--- src/rtl/pipe_pkg.sv ---
`default_nettype none
// ============================================================================
// pipe_pkg : shared pipeline constants, skid-buffer state encoding, helpers
// Revision : 1.0
// ============================================================================
package pipe_pkg;

  localparam int MIN_NUM_IN = 2;
  localparam int MAX_NUM_IN = 16;

  // Skid-buffer occupancy: m holds the output beat, s the overflow beat.
  localparam logic [1:0] c_st_empty = 2'd0;
  localparam logic [1:0] c_st_one   = 2'd1;
  localparam logic [1:0] c_st_full  = 2'd2;

  function automatic int sel_width(input int n);
    return (n < 2) ? 1 : $clog2(n);
  endfunction

endpackage
`default_nettype wire

--- src/rtl/skid_buf.sv ---
`default_nettype none
// ============================================================================
// skid_buf : two-entry registered skid buffer with valid/ready and flush
// Revision : 1.0
// ============================================================================
module skid_buf
  import pipe_pkg::*;
#(
  parameter int W = 33
) (
  input  logic         clk,
  input  logic         rst_n,
  input  logic         in_valid,
  output logic         in_ready,
  input  logic [W-1:0] in_data,
  input  logic         flush,
  output logic         out_valid,
  input  logic         out_ready,
  output logic [W-1:0] out_data
);

  logic [1:0]   r_state;
  logic [1:0]   w_state_nxt;
  logic [W-1:0] r_m_data;
  logic [W-1:0] r_s_data;
  logic         w_accept;
  logic         w_consume;
  logic         w_load_m_in;
  logic         w_load_m_skid;
  logic         w_load_s;

  assign w_accept  = in_valid && in_ready;
  assign w_consume = out_valid && out_ready;

  always_ff @(posedge clk or negedge rst_n) begin
    if (!rst_n) begin
      r_state <= c_st_empty;
    end else begin
      r_state <= w_state_nxt;
    end
  end

  always_comb begin
    w_state_nxt   = r_state;
    w_load_m_in   = 1'b0;
    w_load_m_skid = 1'b0;
    w_load_s      = 1'b0;
    case (r_state)
      c_st_empty: begin
        if (w_accept) begin
          w_state_nxt = c_st_one;
          w_load_m_in = 1'b1;
        end
      end
      c_st_one: begin
        if (w_accept && w_consume) begin
          w_load_m_in = 1'b1;
        end else if (w_accept) begin
          w_state_nxt = c_st_full;
          w_load_s    = 1'b1;
        end else if (w_consume) begin
          w_state_nxt = c_st_empty;
        end
      end
      c_st_full: begin
        if (w_consume) begin
          w_state_nxt   = c_st_one;
          w_load_m_skid = 1'b1;
        end
      end
      default: w_state_nxt = c_st_empty;
    endcase
    // Flush only drops occupancy; data registers keep their last contents.
    if (flush) begin
      w_state_nxt   = c_st_empty;
      w_load_m_in   = 1'b0;
      w_load_m_skid = 1'b0;
      w_load_s      = 1'b0;
    end
  end

  always_comb begin
    out_valid = (r_state == c_st_one) || (r_state == c_st_full);
    in_ready  = (r_state != c_st_full);
  end

  always_ff @(posedge clk or negedge rst_n) begin
    if (!rst_n) begin
      r_m_data <= '0;
      r_s_data <= '0;
    end else begin
      if (w_load_m_in) begin
        r_m_data <= in_data;
      end else if (w_load_m_skid) begin
        r_m_data <= r_s_data;
      end
      if (w_load_s) begin
        r_s_data <= in_data;
      end
    end
  end

  assign out_data = r_m_data;

endmodule
`default_nettype wire

--- src/rtl/sel_pipe_stage.sv ---
`default_nettype none
// ============================================================================
// sel_pipe_stage : N-way operand select feeding a registered skid stage
// Revision : 1.0
// ============================================================================
module sel_pipe_stage
  import pipe_pkg::*;
#(
  parameter  int WIDTH  = 32,
  parameter  int NUM_IN = 6,
  localparam int SEL_W  = sel_width(NUM_IN)
) (
  input  logic                    clk,
  input  logic                    rst_n,
  input  logic                    in_valid,
  output logic                    in_ready,
  input  logic [SEL_W-1:0]        sel,
  input  logic [NUM_IN*WIDTH-1:0] din,
  input  logic                    flush,
  output logic                    out_valid,
  input  logic                    out_ready,
  output logic [WIDTH-1:0]        dout,
  output logic                    sel_err
);

  typedef struct packed {
    logic [WIDTH-1:0] data;
    logic             err;
  } beat_t;

  beat_t w_in_beat;
  beat_t w_out_beat;

  generate
    if (NUM_IN < MIN_NUM_IN || NUM_IN > MAX_NUM_IN) begin : g_num_in_check
      $error("sel_pipe_stage: NUM_IN must be in 2..16");
    end
  endgenerate

  // Out-of-range indices yield a zero word tagged with the error bit.
  always_comb begin
    w_in_beat     = '0;
    w_in_beat.err = 1'b1;
    for (int k = 0; k < NUM_IN; k++) begin
      if (int'(sel) == k) begin
        w_in_beat.data = din[k*WIDTH +: WIDTH];
        w_in_beat.err  = 1'b0;
      end
    end
  end

  skid_buf #(
    .W ($bits(beat_t))
  ) u_skid_buf (
    .clk       (clk),
    .rst_n     (rst_n),
    .in_valid  (in_valid),
    .in_ready  (in_ready),
    .in_data   (w_in_beat),
    .flush     (flush),
    .out_valid (out_valid),
    .out_ready (out_ready),
    .out_data  (w_out_beat)
  );

  assign dout    = w_out_beat.data;
  assign sel_err = w_out_beat.err;

endmodule
`default_nettype wire
--- config.mk ---
export PLATFORM = sky130hd
export DESIGN_NAME = sel_pipe_stage
export DESIGN_NICKNAME = d
export VERILOG_FILES = /design/src/rtl/pipe_pkg.sv /design/src/rtl/skid_buf.sv /design/src/rtl/sel_pipe_stage.sv
export SDC_FILE = /design/constraint.sdc
export NUM_CORES = 1
export LEC_CHECK = 0
export ABC_AREA = 1
export BUFFER_PORTS_ARGS = -buffer_cell sky130_fd_sc_hd__buf_2
export CAP_MARGIN = 10
export CORE_ASPECT_RATIO = 1.2
export CORE_MARGIN = 5
export CORE_UTILIZATION = 42
export DETAILED_ROUTE_END_ITERATION = 16
export PLACE_DENSITY = 0.84
export REMOVE_ABC_BUFFERS = 1
export SLEW_MARGIN = 10
export SYNTH_ARGS = -nofsm -noshare
export SYNTH_HDL_FRONTEND = slang
export SYNTH_HIERARCHICAL = 1
export SYNTH_SLANG_ARGS = --single-unit
--- constraint.sdc ---
create_clock -name clk -period 1.5 [get_ports clk]
set_input_delay 0 -clock clk [delete_from_list [all_inputs] [get_ports clk]]
set_output_delay 0 -clock clk [all_outputs]
set_load 0.01 [all_outputs]
After elaboration in Yosys (flattened, before gate mapping) --
Cells that the tools add are included.
Storage, ports and cells: flip-flop bits (word level) 68, input port bits 200, output and inout bits 35, word-level logic and storage cells 48
Operators by class: equal/unequal tests 12, multiplexer cells 25, reductions and logical operators 8
Operators with widths (number):
- 33-bit 2-to-1 mux | 8
- 3-bit equality test, second input constant | 4
- 2-bit 2-to-1 mux | 6
- 1-bit 2-to-1 mux | 9
- 3-bit by 2-bit != test with 1-bit output, second input constant | 2
- 2-bit case mux with 3 select lines | 1
- 4-bit by 2-bit != test with 1-bit output, second input constant | 1
- 4-bit AND reduction | 1
- 3-bit by 2-bit equality test with 1-bit output, second input constant | 1
- 1-bit logical AND | 3
- 3-bit zero test | 1
- 3-bit != test, second input constant | 1
- 2-bit by 1-bit equality test with 1-bit output, second input constant | 1
- 2-bit equality test, second input constant | 1
- 2-bit zero test | 1
- 2-bit != test, second input constant | 1
- 1-bit case mux with 2 select lines | 1
- 2-bit nonzero test | 1
- 1-bit logical OR | 1

Depth between registers and ports, before layout --
Gate-level depths: netlist (run 1).
depth in word-level cells 8, gate-level depth with buffers 10

By module --
The synthesis (run 1) kept the hierarchy.
By module, submodules not included:
- skid_buf | times used 1, cells an instance 359, area an instance 3109.2 um^2, sequential area each 1701.6 um^2
- sel_pipe_stage | times used 1, cells an instance 358, area an instance 1589.0 um^2, sequential area each 0.0 um^2

Worst setup path before layout (run 1) --
No wires, ideal clock.
path kind register to register, from register u_skid_buf.r_state[0], to register u_skid_buf.r_s_data[13], data arrival time 1447 ps, data required time 1370 ps, path slack -77 ps, stages on the path, launching flop included 11, path through dfrtp_1 -> inv_1 -> ha_1 -> inv_2 -> nand2_2 -> nor2_8 -> nand3_2 -> buf_6 -> buf_6 -> nand2_1 -> o21ai_1
RTL lines:
- start: declaration | RTL line skid_buf.sv:22 | logic [1:0] r_state;
- start signal: assignment | RTL line skid_buf.sv:37 | r_state <= c_st_empty;
- start signal: assignment | RTL line skid_buf.sv:39 | r_state <= w_state_nxt;
- 2-bit != test (*) | RTL line skid_buf.sv:84 | in_ready = (r_state != c_st_full);
- named net in_ready | RTL line sel_pipe_stage.sv:16 | output logic in_ready,
- 1-bit logical AND (*) | RTL line skid_buf.sv:32 | assign w_accept = in_valid && in_ready;
- 1-bit 2-to-1 mux or 1-bit logical AND (tied branches) | RTL line skid_buf.sv:58, skid_buf.sv:56
- 1-bit 2-to-1 mux (*) | RTL line skid_buf.sv:56 | if (w_accept && w_consume) begin
- 1-bit 2-to-1 mux (*) | RTL line skid_buf.sv:48 | case (r_state)
- 1-bit 2-to-1 mux (*) | RTL line skid_buf.sv:74 | if (flush) begin
- end signal: assignment | RTL line skid_buf.sv:98 | r_s_data <= in_data;
- end: declaration | RTL line skid_buf.sv:25 | logic [W-1:0] r_s_data;
The timed path passes the listed nets; every way through them passes the cells marked *. A chain may end at the register's enable or synchronous reset.

Worst setup path in the final report (run 1) --
from register u_skid_buf.r_state[1], to register u_skid_buf.r_m_data[13] (netlist: u_skid_buf/out_data[13])
Between the ends: word-level cells in the longest chain between the ends 8
Ends and longest elaborated chain:
- 2-bit by 1-bit equality test with 1-bit output or 2-bit equality test (tied branches) | RTL line skid_buf.sv:48, skid_buf.sv:83
- 1-bit logical OR | RTL line skid_buf.sv:83 | out_valid = (r_state == c_st_one) || (r_state == c_st_full);
- 1-bit logical AND | RTL line skid_buf.sv:33 | assign w_consume = out_valid && out_ready;
- 1-bit logical AND | RTL line skid_buf.sv:56
- 1-bit 2-to-1 mux | RTL line skid_buf.sv:56
- 1-bit case mux with 2 select lines | RTL line skid_buf.sv:48
- 1-bit 2-to-1 mux | RTL line skid_buf.sv:74
- 33-bit 2-to-1 mux or 2-bit nonzero test (tied branches)
- end signal: assignment | RTL line skid_buf.sv:93 | r_m_data <= in_data;
- end signal: assignment | RTL line skid_buf.sv:95 | r_m_data <= r_s_data;
- end: declaration | RTL line skid_buf.sv:24 | logic [W-1:0] r_m_data;
Several ways; a longest one is shown, not always the timed one.

==> results of run 1 <==
[final timing paths]
check / endpoint / cells past startpoint
setup reg to reg: u_skid_buf/out_data[13] / 8
setup / recovery: u_skid_buf/out_data[13] / 8
max in group asynchronous: u_skid_buf/out_data[16] / 3
hold reg to reg: u_skid_buf/r_s_data[0] / 2
hold / removal: u_skid_buf/out_data[5] / 5
min in group asynchronous: u_skid_buf/out_data[6] / 2
[per-stage QoR]
stage,total power [mW],TNS [ns],setup slack [ns]
2_1_floorplan,4.60,-70.37,-1.08
3_3_place_gp,6.02,0,0.0177
3_5_place_dp,6.16,-0.748,-0.0499
4_1_cts,8.50,-0.00279,-0.00279
5_1_grt,9.44,-4.93,-0.102
6_report,8.88,-1.19,-0.0557
[tightest hold or removal path, delay by kind of cell]
kind | cells | cell delay (ns)
buffers and inverters | 1 | 0.08
AND/OR/NAND/NOR | 4 | 0.30
[layout make-up]
class                      count  area (um^2)
timing repair buffer         279         1760
tap                          132          165
clock buffer                  14          274
fill                        1010         4090
clock inverter                 1         30.0
inverter                      77          292
multi-input combinational    521         2670
sequential                    68         1700
[flip-flops by register name, indices dropped and copies added, names as in the netlist]
name / count
u_skid_buf/out_data: 33
u_skid_buf/r_s_data: 33
u_skid_buf/r_state: 2
[power groups by stage]
stage | Sequential [mW] | Combinational (mW) | Clock [mW]
after floorplan | 3.18 | 1.42 | 0
after global placement | 3.03 | 2.99 | 0
after detailed placement | 3.05 | 3.11 | 0
after CTS | 3.04 | 3.27 | 2.19
after global routing | 3.18 | 3.99 | 2.26
final | 3.09 | 3.65 | 2.14
[what timing repair did]
action | CTS | global route
setup buffers | 0 | 1
hold buffers | 1 | 0
endpoints found under the hold margin | 33 | 0
resized for setup | 14 | 34
endpoints found under the setup margin | 68 | 64
cloned | 1 | 4
pin swaps | 1 | 5
[routing by layer]
metal	share of wire	vias to the layer above
li1	-	2834
met1	0.39	2670
met2	0.50	288
met3	0.084	36
met4	0.021	0
met5	0	-
[placed cells by master (no fill, tap or decap), types with 13 or more instances in the layout]
cell | Yosys | final
nor2_1 | 68 | 67
inv_1 | 73 | 70
nand3_1 | 137 | 115
nand2_1 | 203 | 201
nand3_2 | 1 | 19
buf_2 | 29 | 233
clkbuf_16 | 0 | 13
o21ai_1 | 29 | 29
dfrtp_1 | 68 | 67
buf_4 | 3 | 25
nand4_1 | 64 | 64
[kinds of logic after synthesis]
group,after synthesis
AOI/OAI and AO/OA,35
and+or+nand+nor,482
DFF,68
adders and majority gates,4
buffers and inverters,128
==> key figures, run 1 <==
Outcome
  • Status: complete, but fails checks
  • Failing checks: setup timing

Floorplanning
  • IO Count: 235
  • Die ar.: 13400 um^2
  • Chip Width: 107 um
  • Initial core utilization: 0.428
  • Core area: 11000 um^2
  • Rows: 42
  • Die Span Y: 126 um

Yosys
  • Largest cells by area after synthesis: dfrtp_1 (36%), nand2_1 (16%), nand3_1 (15%)
  • Main combinational cell family by area after synthesis: simple AND/OR/NAND/NOR gates
  • Simple-gate portion of the synthesized area: 0.468
  • Xor/xnor cell area share of the yosys netlist: 0
  • Mapped cell area: 4700 um^2
  • Post-synthesis compound-gate area fraction: 0.0405
  • Yosys cell types: 24
  • Largest area contributor in the netlist: dfrtp_1
  • Synth Flop Type: dfrtp_1
  • Sequential area share after synthesis: 0.362
  • Post-Synthesis Cells: 717
  • Warnings from Yosys: 6
  • Most common cell in the netlist: nand2_1
  • Mean post-synth cell area: 6.55 um^2
  • Post-synthesis mux area share: 0
  • Synth top area share: 0.362
  • FFs w/ async S/R, synth: 1.00
  • Post-Synth Adder-Cell Area: 0.0107
  • Top post-synthesis cells by count: nand2_1 (203), nand3_1 (137), inv_1 (73)
  • EDFF count, synth: 0
  • Number of synthesized register bits: 68

Timing
  • Clk_skew: 0.00529 ns
  • RSZ-0062 raised after global routing: yes
  • Final worst slack: -0.0557 ns
  • Final Slew Violations: 0
  • Crit share post-route: 1.04
  • WHS: 0.0860 ns
  • Worst slew margin: 0.709
  • Worst-Margin Slew: 0.437 ns
  • Final Hold Viols: 0
  • F_max: 643 MHz
  • # setup viols final: 52
  • Min Tclk post-route: 1.56 ns

Critical path
  • Crit-path max cell delay: 0.41 ns
  • CP top delay family: simple AND/OR/NAND/NOR gates
  • Worst path required time: 1.70 ns
  • Critical path peak fanout: 8
  • CP endpoint kind: flop
  • Slowest-stage cell, CP: dfrtp_2
  • Setup crit start: u_skid_buf/r_state[1]
  • Worst path cell trace: inv_2 > ha_4 > nand3_4 > nand2_4 > nand2_8 > clkbuf_16 > nand3_1 > nand3_1
  • Most frequent CP cell: nand3_1
  • Crit start category: flop
  • Worst path bufs/invs: 2
  • Reg-to-reg setup timing slack: -0.06 ns
  • Worst path arrival time: 1.76 ns
  • Setup Crit Path Kind: flop to flop
  • Reg2reg start: u_skid_buf/r_state[1]

Global routing
  • Initial antenna violation count: 0
  • Grt met3 use: 0.0445
  • GR Util met1: 0.312
  • Top Usage Layer GRT: met2
  • Grt ovf: 0
  • Largest net degree at the start of global routing: 38
  • Vias in the first global route: 5548
  • GR Util met2: 0.434
  • Global-route wire length before repair: 27000 um
  • All-Layer GR Usage: 0.249

Power and ir drop
  • Power share of the combinational group: 0.412
  • Clock share of power: 0.241
  • LEAKAGE: 3.78 nW
  • Power Density: 1290 nW/um^2
  • Power Internal: 5.62 mW
  • Max VDD drop: 0.606 mV
  • Sequential group share of total power: 0.348
  • Sw power: 3.26 mW
  • Switch share: 0.367

Route
  • Detailed Route WL: 17800 um
  • # DRC: 0
  • Antenna Nets Post-Route: 0
  • DR vias/cell: 5.34
  • Vias: 5828
  • DR pass1 iterations: 6
  • Wire per inst: 16.3 um
  • Starting DRT DRC Count: 376

Cells and area
  • Final non-filler cell total: 1092
  • Fin area: 6890 um^2
  • Share of cells above drive strength 1: 0.353
  • Nets: 1160
  • Layout area overhead: 46.7%
  • Inserted Diodes: 0
  • Post-layout util: 0.628

Flow run
  • Max-Cap Viols: 0

Clock tree
  • CTS buffer count: 9
  • Clock Latency Late Sink: 0.32 ns
  • CTS tree: built
  • H-tree Lvls: 3
  • Clk sink count: 68
  • Clk slew on worst S/H paths: 0.06 ns
  • Clock buffer depth: 2
  • Root Buffer: clkbuf_16

Min path
  • Hold_sp: din[132]
  • Hold WC Path Type: primary input to flop

Place
  • Input/output buffers: 234
  • Post-DP HPWL: 12700 um
  • Placed Cells incl. Taps: 1070
  • RePlAce Congestion: 0.855
  • Placed cell area: 6200 um^2
(Power assumes the default switching activity.)
==> run 2: changes to the inputs <==
--- a/config.mk
+++ b/config.mk
@@ -6,7 +6,7 @@
 export NUM_CORES = 1
 export LEC_CHECK = 0
 export ABC_AREA = 1
-export BUFFER_PORTS_ARGS = -buffer_cell sky130_fd_sc_hd__buf_2
+export BUFFER_PORTS_ARGS = -buffer_cell sky130_fd_sc_hd__buf_4
 export CAP_MARGIN = 10
 export CORE_ASPECT_RATIO = 1.2
 export CORE_MARGIN = 5
==> run 2 against run 1 <==
Compared with the run above:
- the run still ends with setup timing left
- first-iteration DRC count shrank 5.1%
- via count shrank 2.5%
- global-route usage is essentially flat
- critical path depth is the same
- core utilization grew 3.7 points
- clock skew grew 0.0062 ns
- sequential power is essentially flat
- register-to-register slack gained 0.04 ns
- total power grew 1.1%
- cell count shrank 0.37%
- maximum frequency grew 2.7%
- count of clock-buffer cells in the layout shrank 3
==> key figures, run 2 (synthesis results as in run 1) <==
Route
  • Antenna Nets Post-Route: 0 (unchanged)
  • DR pass1 iterations: 5 (-1)
  • Detailed Route WL: 17100 um (-4.3%)
  • Wire per inst: 15.7 um (-4.0%)
  • DR vias/cell: 5.22 (-2.2%)
  • Starting DRT DRC Count: 357 (-5.1%)
  • # DRC: 0 (unchanged)
  • Vias: 5680 (-2.5%)

Clock tree
  • Root Buffer: clkbuf_16
  • Clock buffer depth: 2 (unchanged)
  • H-tree Lvls: 3 (unchanged)
  • CTS buffer count: 9 (unchanged)
  • Clock Latency Late Sink: 0.32 ns (about the same)
  • Clk sink count: 68 (unchanged)
  • CTS tree: built
  • Clk slew on worst S/H paths: 0.06 ns (about the same)

Cells and area
  • Fin area: 7300 um^2 (+5.9%)
  • Nets: 1155 (-0.43%)
  • Inserted Diodes: 0 (unchanged)
  • Layout area overhead: 55.4%
  • Most common cell after layout, fill and taps aside: buf_4
  • Share of cells above drive strength 1: 0.338 (-0.0153)
  • Post-layout util: 0.665 (+0.0370)
  • Most frequent cells in the layout: buf_4 (256), nand2_1 (200), nand3_1 (129)

Critical path
  • Crit start category: flop
  • Slowest-stage cell, CP: dfrtp_1
  • Critical path peak fanout: 18 (+10)
  • Worst path arrival time: 1.71 ns (-0.05 ns)
  • Setup Crit Path Kind: flop to flop
  • Crit-path max cell delay: 0.42 ns (about the same)
  • Worst path bufs/invs: 3 (+1)
  • FF-to-FF End: u_skid_buf/out_data[7]
  • R2R cell count: 8 (unchanged)
  • CP top delay family: flip-flops
  • CP endpoint kind: flop
  • Worst path cell trace: inv_2 > ha_4 > nand2_2 > nor2_4 > inv_2 > buf_12 > nand3_1 > nand3_1
  • Reg2reg start: u_skid_buf/r_state[1]
  • Reg-to-reg setup timing slack: -0.02 ns (+0.04 ns)
  • Worst path required time: 1.70 ns (about the same)

Min path
  • Hold Path Depth: 4 (-1)
  • Hold_sp: flush
  • Hold WC Path Type: primary input to flop
  • Hold Path End: u_skid_buf/r_state[0]

Floorplanning
  • Core area: 11000 um^2 (unchanged)
  • Die ar.: 13400 um^2 (unchanged)
  • IO Count: 235 (unchanged)
  • Rows: 42 (unchanged)
  • Initial core utilization: 0.428 (unchanged)
  • Chip Width: 107 um (unchanged)
  • Die Span Y: 126 um (unchanged)

Timing
  • Worst slew margin: 0.716 (+0.00725)
  • Worst-Margin Slew: 0.426 ns (-0.0109 ns)
  • Final worst slack: -0.0155 ns (+0.0403 ns)
  • F_max: 660 MHz (+2.7%)
  • Min Tclk post-route: 1.52 ns (-0.0403 ns)
  • Final Hold Viols: 0 (unchanged)
  • Clk_skew: 0.0115 ns (+0.00624 ns)
  • Final Slew Violations: 0 (unchanged)
  • RSZ-0062 raised after global routing: yes
  • # setup viols final: 10 (-81%)
  • Crit share post-route: 1.01 (-0.0268)

Power and ir drop
  • LEAKAGE: 3.86 nW (+2.0%)
  • Power Density: 1230 nW/um^2 (-4.5%)
  • Max VDD drop: 0.784 mV (+29%)

Global routing
  • Global-route wire length before repair: 27100 um (+0.38%)
  • All-Layer GR Usage: 0.249 (+0.000429)
  • Vias in the first global route: 5456 (-1.7%)
  • Largest net degree at the start of global routing: 47 (+24%)
  • Initial antenna violation count: 0 (unchanged)
  • Grt ovf: 0 (unchanged)

Outcome
  • Status: complete, but fails checks
  • Failing checks: setup timing

Place
  • Post-DP HPWL: 12600 um (-0.47%)
  • Input/output buffers: 234 (unchanged)
  • RePlAce Congestion: 0.848 (-0.81%)
  • Placed cell area: 6820 um^2 (+10%)

Flow run
  • Max-Cap Viols: 0 (unchanged)
run 2: changes by cell type in the layout (fill, tap and decap cells not counted), sizes merged:
cell and change:
clkbuf -7, clkinvlp +2, buf -1, clkinv +1, inv +1
run 2: how the worst max path moves through the flow:
stage                               start                 endpoint  slack, ns  depth (start not counted)
global placement    u_skid_buf/r_state[0]    u_skid_buf/r_state[1]       0.01                         10
CTS                 u_skid_buf/r_state[0]  u_skid_buf/out_data[15]     -0.007                          9
finish              u_skid_buf/r_state[1]   u_skid_buf/out_data[7]      -0.02                          8
global route        u_skid_buf/r_state[1]  u_skid_buf/out_data[17]      -0.12                          7
floorplan                          sel[2]   u_skid_buf/r_s_data[1]      -1.08                          7
detailed placement  u_skid_buf/r_state[1]  u_skid_buf/out_data[15]      -0.06                          8
run 2: power by group:
| part | switching [mW] | internal, mW | leakage, nW |
|---|---|---|---|
| clock network | 0.766 | 1.38 | 0.148 |
| logic | 1.93 | 1.82 | 2.83 |
| registers | 0.467 | 2.62 | 0.878 |
run 2: per-layer routing:
layer	vias to the layer above	track usage	routed length, um	share of wire
li1	2818	-	-	-
met1	2608	0.309	6710	0.39
met2	233	0.441	8690	0.51
met3	21	0.0512	1370	0.080
met4	0	0.0632	284	0.017
met5	-	0	0	0
run 2: metrics by stage:
step | total power [mW] | setup slack (ns) | std cells | hold WS, ns | TNS [ns]
detailed placement | 6.60 | -0.0599 | 1069 | -0.0307 | -1.19
CTS | 8.90 | -0.00743 | 1087 | 0.0348 | -0.00743
global route | 9.57 | -0.121 | 1088 | 0.0656 | -5.26
finish | 8.98 | -0.0155 | 1088 | 0.0708 | -0.0740
global placement | 6.49 | 0.0122 | 1069 | -0.0333 | 0
floorplan | 4.60 | -1.08 | 666 | -0.296 | -70.37
run 2: repair_timing:
| action | CTS | global route |
|---|---|---|
| endpoints found under the hold margin | 35 | 0 |
| setup endpoints to repair | 62 | 68 |
| setup buffers | 0 | 1 |
| gates resized for setup | 12 | 16 |
| cloned | 1 | 0 |
| pin swaps | 2 | 4 |
| hold buffers | 1 | 0 |
run 2: area by class of cell:
type	count	area (um^2)
multi-input combinational	521	2550
fill	960	3680
sequential	68	1700
tap	132	165
clock inverter	5	58.8
clock buffer	11	253
timing repair buffer	274	2280
inverter	77	289
run 2: worst min-delay path, delay by kind of cell:
family | cells | cell delay [ns]
AND/OR/NAND/NOR | 3 | 0.21
buffers and inverters | 1 | 0.13
